File: src/rtl/dmem_arbiter.sv
// ============================================================================
// Module  : dmem_arbiter
// Brief   : Round-robin arbiter sharing one stalling data-memory port between
//           requester A (load/store unit) and requester B (debug/DMA). Each
//           access is sequenced IDLE -> ISSUE -> WAIT -> DONE, with a watchdog
//           that aborts a WAIT that never sees the stall released.
// Rev     : 1.0  initial release
// ============================================================================
`default_nettype none

module dmem_arbiter #(
  parameter int unsigned TIMEOUT_CYCLES = 16,   // legal range 4..255
  parameter bit          A_FIRST        = 1'b1  // first contended winner: 1 = A, 0 = B
) (
  input  logic        clk,
  input  logic        rst_n,
  // requester A
  input  logic        a_req,
  input  logic        a_we,
  input  logic [31:0] a_addr,
  input  logic [31:0] a_wdata,
  input  logic [3:0]  a_sign_mask,
  output logic        a_ack,
  output logic [31:0] a_rdata,
  output logic        a_err,
  // requester B
  input  logic        b_req,
  input  logic        b_we,
  input  logic [31:0] b_addr,
  input  logic [31:0] b_wdata,
  input  logic [3:0]  b_sign_mask,
  output logic        b_ack,
  output logic [31:0] b_rdata,
  output logic        b_err,
  // data memory port
  output logic [31:0] mem_addr,
  output logic [31:0] mem_write_data,
  output logic        mem_memwrite,
  output logic        mem_memread,
  output logic [3:0]  mem_sign_mask,
  input  logic [31:0] mem_read_data,
  input  logic        mem_clk_stall,
  // status
  output logic        busy
);

  localparam logic [7:0] TIMEOUT_LIMIT = 8'(TIMEOUT_CYCLES);

  typedef enum logic [1:0] {
    S_IDLE  = 2'd0,
    S_ISSUE = 2'd1,
    S_WAIT  = 2'd2,
    S_DONE  = 2'd3
  } state_t;

  state_t      state_q;
  logic        last_b_q;   // 1 when B won the most recent contended arbitration
  logic        sel_b_q;    // owner of the access in flight
  logic        we_q;       // latched direction of the access in flight
  logic [7:0]  cnt_q;      // watchdog: WAIT cycles spent so far

  logic        win_b;
  logic [7:0]  cnt_inc;
  logic [31:0] rdata_cap;

  // Arbitration winner, watchdog increment and the read data returned at completion
  always_comb begin
    win_b     = b_req & (~a_req | ~last_b_q);
    cnt_inc   = cnt_q + 8'd1;
    rdata_cap = (mem_clk_stall || we_q) ? 32'd0 : mem_read_data;
  end

  // Access sequencer: all outputs are registered and change only on state transitions
  always_ff @(posedge clk or negedge rst_n) begin
    if (!rst_n) begin
      state_q        <= S_IDLE;
      last_b_q       <= A_FIRST;
      sel_b_q        <= 1'b0;
      we_q           <= 1'b0;
      cnt_q          <= 8'd0;
      a_ack          <= 1'b0;
      a_rdata        <= 32'd0;
      a_err          <= 1'b0;
      b_ack          <= 1'b0;
      b_rdata        <= 32'd0;
      b_err          <= 1'b0;
      mem_addr       <= 32'd0;
      mem_write_data <= 32'd0;
      mem_memwrite   <= 1'b0;
      mem_memread    <= 1'b0;
      mem_sign_mask  <= 4'd0;
      busy           <= 1'b0;
    end else begin
      case (state_q)
        S_IDLE: begin
          // Never issue into a busy memory: a reset or timeout may have left it mid-access
          if (!mem_clk_stall && (a_req || b_req)) begin
            sel_b_q <= win_b;
            if (a_req && b_req) begin
              last_b_q <= win_b;
            end
            we_q           <= win_b ? b_we        : a_we;
            mem_addr       <= win_b ? b_addr      : a_addr;
            mem_write_data <= win_b ? b_wdata     : a_wdata;
            mem_sign_mask  <= win_b ? b_sign_mask : a_sign_mask;
            mem_memwrite   <= win_b ? b_we        : a_we;
            mem_memread    <= win_b ? ~b_we       : ~a_we;
            busy           <= 1'b1;
            state_q        <= S_ISSUE;
          end
        end

        S_ISSUE: begin
          mem_memwrite <= 1'b0;
          mem_memread  <= 1'b0;
          cnt_q        <= 8'd0;
          state_q      <= S_WAIT;
        end

        S_WAIT: begin
          cnt_q <= cnt_inc;
          // Stall still high here means the watchdog expired: report an error with zero data
          if (!mem_clk_stall || (cnt_inc == TIMEOUT_LIMIT)) begin
            if (sel_b_q) begin
              b_ack   <= 1'b1;
              b_rdata <= rdata_cap;
              b_err   <= mem_clk_stall;
            end else begin
              a_ack   <= 1'b1;
              a_rdata <= rdata_cap;
              a_err   <= mem_clk_stall;
            end
            state_q <= S_DONE;
          end
        end

        S_DONE: begin
          a_ack   <= 1'b0;
          a_rdata <= 32'd0;
          a_err   <= 1'b0;
          b_ack   <= 1'b0;
          b_rdata <= 32'd0;
          b_err   <= 1'b0;
          busy    <= 1'b0;
          state_q <= S_IDLE;
        end

        default: begin
          state_q <= S_IDLE;
        end
      endcase
    end
  end

endmodule

`default_nettype wire

File: config.mk
export PLATFORM = sky130hd
export DESIGN_NAME = dmem_arbiter
export DESIGN_NICKNAME = d
export VERILOG_FILES = /design/src/rtl/dmem_arbiter.sv
export SDC_FILE = /design/constraint.sdc
export NUM_CORES = 1
export LEC_CHECK = 0
export CORE_MARGIN = 3
export CORE_UTILIZATION = 38
export DETAILED_ROUTE_END_ITERATION = 8
export PLACE_DENSITY = 0.78
export RECOVER_POWER = 100
export REMOVE_ABC_BUFFERS = 1
export SYNTH_ARGS = -nofsm -noshare
export SYNTH_HDL_FRONTEND = slang
export SYNTH_SLANG_ARGS = --single-unit
File: constraint.sdc
create_clock -name clk -period 2.1 [get_ports clk]
set_input_delay 0.42 -clock clk [delete_from_list [all_inputs] [get_ports clk]]
set_output_delay 0.42 -clock clk [all_outputs]
set_load 0.005 [all_outputs]
==> results of run 1 <==
[routing by layer]
layer,vias to the layer above,routed length [µm]
met1,2818,7780
met4,0,518
met2,237,10300
met5,-,0
li1,2800,-
met3,33,1290
[where the power goes]
part	total, W	leakage (nW)	internal [W]	switching, W
combinational	0.00510	2.74	0.00260	0.00250
clock	0.00299	0.276	0.00167	0.00132
sequential	0.00444	2.00	0.00391	0.000530
[sequential cells by signal (all words and copies together), names as in the netlist, 2 cells and up]
name            cells
state_q             2
mem_sign_mask       4
mem_addr           32
cnt_q               8
a_rdata            32
b_rdata            32
mem_write_data     32
[final timing paths]
| kind | end | slack, ps | depth (start not counted) |
|---|---|---|---|
| min in group clk | mem_write_data[1] | 470 | 2 |
| max reg2reg | b_rdata[19] | 80 | 7 |
| max | b_rdata[19] | 80 | 7 |
| max in group asynchronous | mem_addr[23] | 320 | 3 |
| min reg2reg | mem_write_data[1] | 470 | 2 |
| min | a_rdata[16] | 420 | 2 |
[cell usage in the layout, fill, tap and decap left out, types with 7 or more instances in the layout]
| master | count |
|---|---|
| clkbuf_16 | 17 |
| inv_6 | 7 |
| inv_1 | 9 |
| dlygate4sd3_1 | 140 |
| clkdlybuf4s50_1 | 173 |
| buf_4 | 19 |
| mux2i_1 | 71 |
| nor2_1 | 7 |
| a21oi_1 | 10 |
| a32o_1 | 60 |
| o21ai_0 | 83 |
| nand2_1 | 84 |
| dfrtp_1 | 149 |
| nand3_1 | 8 |
| buf_12 | 8 |
[per-stage QoR]
step	hold slack [ps]	utilization (%)
floorplan	124	-
global placement	296	59.7
detailed placement	300	59.7
CTS	414	63.1
global route	424	62.6
finish	421	62.6
[cell families after synthesis]
logic type,count (synthesis)
compound gates,174
buf+inv,55
xor+xnor,1
simple gates,120
mux,71
fa+ha+maj,6
flops,152
[what timing repair did]
| item | 4_1_cts | 5_1_grt |
|---|---|---|
| setup buffers | 0 | 1 |
| hold buffers | 1 | 0 |
| endpoints found under the setup margin | 0 | 31 |
| endpoints found under the hold margin | 22 | 0 |
| resized for setup | 0 | 2 |
[final cells by class]
type                            instances  area, µm²
Clock inverter                         15        150
Tap cell                              225        282
Timing Repair Buffer                  354       3510
Fill cell                            1434       6460
Clock buffer                           17        425
Multi-Input combinational cell        372       2630
Sequential cell                       152       3810
Inverter                                9       33.8
==> flow_summary.json, run 1 <==
{
  "grt-busiest-layer": "met2",
  "dieArea_um2": 19300,
  "maxSlewHeadroom_pct": 25.5,
  "start_util_pct": 38.9,
  "period_needed_ps": 2020,
  "hold_class": "input pin to async pin",
  "synthSimpleGateAreaFrac_pct": 8.01,
  "drt-pass1-iter-count": 4,
  "grt_remaining_overflow": 0,
  "core_area_um2": 17300,
  "grt_pass1_wl_um": 31900,
  "synth_compound_area_share_pct": 18.9,
  "postPlaceCellArea_um2": 10300,
  "num_vias": 5888,
  "finalPower_w": 0.0125,
  "ys_types": 43,
  "ys_seq_area_share_pct": 56.5,
  "fin_setup_tns_ps": 0,
  "grt_usage_pct": 20.7,
  "cts_buffer_depth": 2,
  "netlist_top_cells_area": "dfrtp_1, mux2i_1, a32o_1, o21ai_0, nand2_1",
  "postSynthAreaPerCell_um2": 11.6,
  "fin_skew_ps": 11.2,
  "synth_top_family_by_area": "compound AO/OA/AOI/OAI gates",
  "cts.clk_slew.worst_paths_ps": 70,
  "stdcell_count": 1144,
  "cts.sinks": 152,
  "critPathKind": "flip-flop to flip-flop",
  "synth_fa_ha_area_share_pct": 1.12,
  "place_inst": 1110,
  "cp.arrival_ps": 2320,
  "critPathLaunch": "cnt_q[0]",
  "cap_viol_max_count": 0,
  "num_antenna_cells": 0,
  "critPathBufInv": 2,
  "syn_inst": 579,
  "grt_pass1_vias": 6021,
  "die_y_um": 139,
  "peakVddDrop_uv": 649,
  "path_delay_family": "compound AO/OA/AOI/OAI gates",
  "worst-path-max-fanout": 33,
  "synth_edf_count": 0,
  "fmax_mhz": 495,
  "worstPathCellList": "and4_4 > nor3b_1 > buf_4 > o41ai_4 > nand2_4 > buf_12 > a32o_1",
  "ant_nets": 0,
  "use_met1_pct": 24.4,
  "detail_route.iter0.violations": 288,
  "drive_above_1_share_pct": 9.03,
  "nNetsFinal": 1087,
  "setup_viol": 0,
  "tritoncts": "built",
  "netlist.area_leader.share_pct": 56.2,
  "status": "completed",
  "hold_viol": 0,
  "synth_largest_area_cell": "dfrtp_1",
  "required_ps": 2400,
  "crit_path_max_incr_delay_ps": 440,
  "power_leakage_nw": 5.01,
  "place_ws_ps": 43.9,
  "avgRoutedWirePerCell_um": 17.4,
  "area_growth_syn_to_layout_pct": 61.0,
  "clkLatencyLatePin_ps": 420,
  "routed_wirelength_um": 19900,
  "antenna_found_initial": 0,
  "ys.flop_type": "dfrtp_1",
  "final_area_um2": 10800,
  "dp_hpwl_um": 15300,
  "ioPinCount": 314,
  "yosys_warnings": 0,
  "setup_slack_ps": 81.2,
  "r2r-start": "cnt_q[0]",
  "cellPowerDensity_nw_per_um2": 1160,
  "slowest_stage": "dfrtp_2",
  "grt_use_met3_pct": 5.62,
  "ys_seq_elements": 152,
  "cts_max_level": 4,
  "timing.final.crit_share_pct": 96.1,
  "grt_max_degree": 53,
  "globalplace.congestion": 0.845,
  "synth_xor_area_share_pct": 0.130,
  "globalRouteMet2Util_pct": 36.2,
  "clock-root-buffer": "clkbuf_16",
  "tightestPinTransition_ps": 1120,
  "row_count": 48,
  "die_x_um": 139,
  "end_kind": "flip-flop",
  "ys_async_sr_fraction_pct": 100,
  "synth_common_cells": "dfrtp_1, nand2_1, o21ai_0",
  "viasPerCell": 5.15,
  "slew_violations": 0,
  "syn_area_um2": 6730,
  "io_buffers": 313,
  "synth.most_common_cell": "dfrtp_1",
  "critPathLaunchType": "flip-flop",
  "drc": 0,
  "cts_buffers": 17,
  "synthMuxAreaShare_pct": 10.6
}
(Power assumes the default switching activity.)
==> run 2, diff against run 1 <==
--- a/config.mk
+++ b/config.mk
@@ -5,6 +5,7 @@
 export SDC_FILE = /design/constraint.sdc
 export NUM_CORES = 1
 export LEC_CHECK = 0
+export ABC_AREA = 0
 export CORE_MARGIN = 3
 export CORE_UTILIZATION = 38
 export DETAILED_ROUTE_END_ITERATION = 8
==> results of run 2 <==
No change in the layout: final DEF, timing and power equal those of run 1.
==> run 3, diff against run 2 <==
--- a/config.mk
+++ b/config.mk
@@ -7,9 +7,9 @@
 export LEC_CHECK = 0
 export ABC_AREA = 0
 export CORE_MARGIN = 3
-export CORE_UTILIZATION = 38
+export CORE_UTILIZATION = 45
 export DETAILED_ROUTE_END_ITERATION = 8
-export PLACE_DENSITY = 0.78
+export PLACE_DENSITY = 0.87
 export RECOVER_POWER = 100
 export REMOVE_ABC_BUFFERS = 1
 export SYNTH_ARGS = -nofsm -noshare
==> constraint.sdc (replaced) <==
create_clock -name clk -period 2.5 [get_ports clk]
set_input_delay 0.5 -clock clk [delete_from_list [all_inputs] [get_ports clk]]
set_output_delay 0.5 -clock clk [all_outputs]
set_load 0.005 [all_outputs]
==> run 3 against run 2 <==
  * Via count shrank 0.73%
  * Die area shrank 15%
  * Clock skew shrank 3.1 ps
  * Clock power shrank 14%
  * Register-to-register slack gained 180 ps
  * Wire length grew 3.5%
  * Sequential share of layout area grew 0.79 points
  * First-iteration DRC count shrank 8.0%
  * Worst hold slack lost 65 ps
  * Power shrank 16%
  * Largest cell class unchanged
==> flow_summary.json, run 3 (same netlist as run 1, synthesis figures left out) <==
{
  "critPathBufInv": 2,
  "postPlaceCellArea_um2": 10000,
  "cts_buffers": 17,
  "cts.clk_slew.worst_paths_ps": 60,
  "drive_above_1_share_pct": 6.79,
  "layout_common_cells": "clkdlybuf4s50_1, dfrtp_1, dlygate4sd3_1, nand2_1, o21ai_0",
  "cts-resized-gates": 0,
  "grt_pass1_vias": 5906,
  "r2r-start": "cnt_q[0]",
  "ant_nets": 0,
  "num_vias": 5845,
  "hold_class": "input pin to async pin",
  "area_growth_syn_to_layout_pct": 57.4,
  "end_kind": "flip-flop",
  "slew_violations": 0,
  "grt_max_degree": 72,
  "routed_wirelength_um": 20600,
  "critPathKind": "input pin to flip-flop",
  "globalplace.congestion": 0.860,
  "required_ps": 2830,
  "critPathLaunch": "a_req",
  "tightestPinTransition_ps": 1310,
  "ioPinCount": 314,
  "period_needed_ps": 2300,
  "cellPowerDensity_nw_per_um2": 989,
  "cts_setup_buffers": 0,
  "die_y_um": 128,
  "maxSlewHeadroom_pct": 12.7,
  "avgRoutedWirePerCell_um": 19.1,
  "nNetsFinal": 1066,
  "power_leakage_nw": 4.91,
  "dp_hpwl_um": 15200,
  "fmax_mhz": 435,
  "cts_buffer_depth": 2,
  "finalPower_w": 0.0105,
  "cp.arrival_ps": 2620,
  "drc": 0,
  "cts.sinks": 152,
  "path_delay_family": "buffers and inverters",
  "grt_pass1_wl_um": 31700,
  "final_area_um2": 10600,
  "setup_viol": 0,
  "detail_route.iter0.violations": 265,
  "grt_remaining_overflow": 0,
  "tritoncts": "built",
  "grt_usage_pct": 24.8,
  "timing.critical_path.depth": 6,
  "worst-path-max-fanout": 55,
  "cts_hold_buf": 0,
  "slowest_stage": "or2_1",
  "core_area_um2": 14600,
  "row_count": 44,
  "viasPerCell": 5.40,
  "die_x_um": 128,
  "hold_viol": 0,
  "cap_viol_max_count": 0,
  "layout_commonest_cell": "clkdlybuf4s50_1",
  "antenna_found_initial": 0,
  "rsz0062_at_grt": "no",
  "nFillCells": 989,
  "timing.final.crit_share_pct": 91.9,
  "dieArea_um2": 16500,
  "crit_path_max_incr_delay_ps": 720,
  "r2r_cells": 5,
  "io_buffers": 313,
  "clkLatencyLatePin_ps": 420,
  "clock-root-buffer": "clkbuf_16",
  "worstPathCellList": "dlygate4sd3_1 > o21bai_1 > or2_1 > buf_12 > nand2_1 > o21ai_0",
  "num_antenna_cells": 0,
  "fin_skew_ps": 8.06,
  "start_util_pct": 46.1,
  "cts_max_level": 4,
  "status": "completed",
  "drt-pass1-iter-count": 5,
  "final_util_pct": 72.6,
  "critPathLaunchType": "input pin",
  "peakVddDrop_uv": 720
}
-- run 3: cell count changes in the layout (fill, tap and decap cells not counted), sizes merged --
cell           delta
buf              -15
inv               -9
clkinv            +5
clkbuf            -3
bufinv            +2
clkdlybuf4s50     -1
-- run 3: path summary, 6_finish.rpt --
path / to / slack, ps
hold / removal: b_rdata[13] / 360
setup reg to reg: a_rdata[27] / 260
hold reg to reg: mem_addr[19] / 470
setup / recovery: mem_addr[17] / 200
max in group asynchronous: b_rdata[23] / 530
min in group clk: mem_addr[19] / 470
-- run 3: power breakdown --
part	switching [W]	internal (W)	leakage, nW
registers	0.000476	0.00329	2.00
logic	0.00214	0.00200	2.62
clock network	0.00100	0.00156	0.282
-- run 3: metrics by stage --
stage	std cells	worst slack, ps	TNS [ps]	hold slack [ps]
floorplan	533	-6430	-463380	204
global placement	1050	284	0	461
detailed placement	1050	265	0	469
CTS	1082	245	0	39.2
global route	1082	44.7	0	457
finish	1082	202	0	356
-- run 3: layout make-up --
type                       count  area, µm²  share of cell area (%)
tap                          184        230                    2.17
clock inverter                13        155                    1.47
clock buffer                  19        433                    4.09
multi-input combinational    372       2630                    24.8
timing repair buffer         333       3310                    31.2
inverter                       9       33.8                   0.319
sequential                   152       3800                    35.9
-- run 3: metal layers --
metal  GRT usage [%]  part of all wire (%)  vias up
li1                -                     -     2755
met1            29.9                    38     2816
met2            42.0                    51      241
met3            6.33                   6.8       33
met4            10.8                   3.2        0
met5               0                     0        -
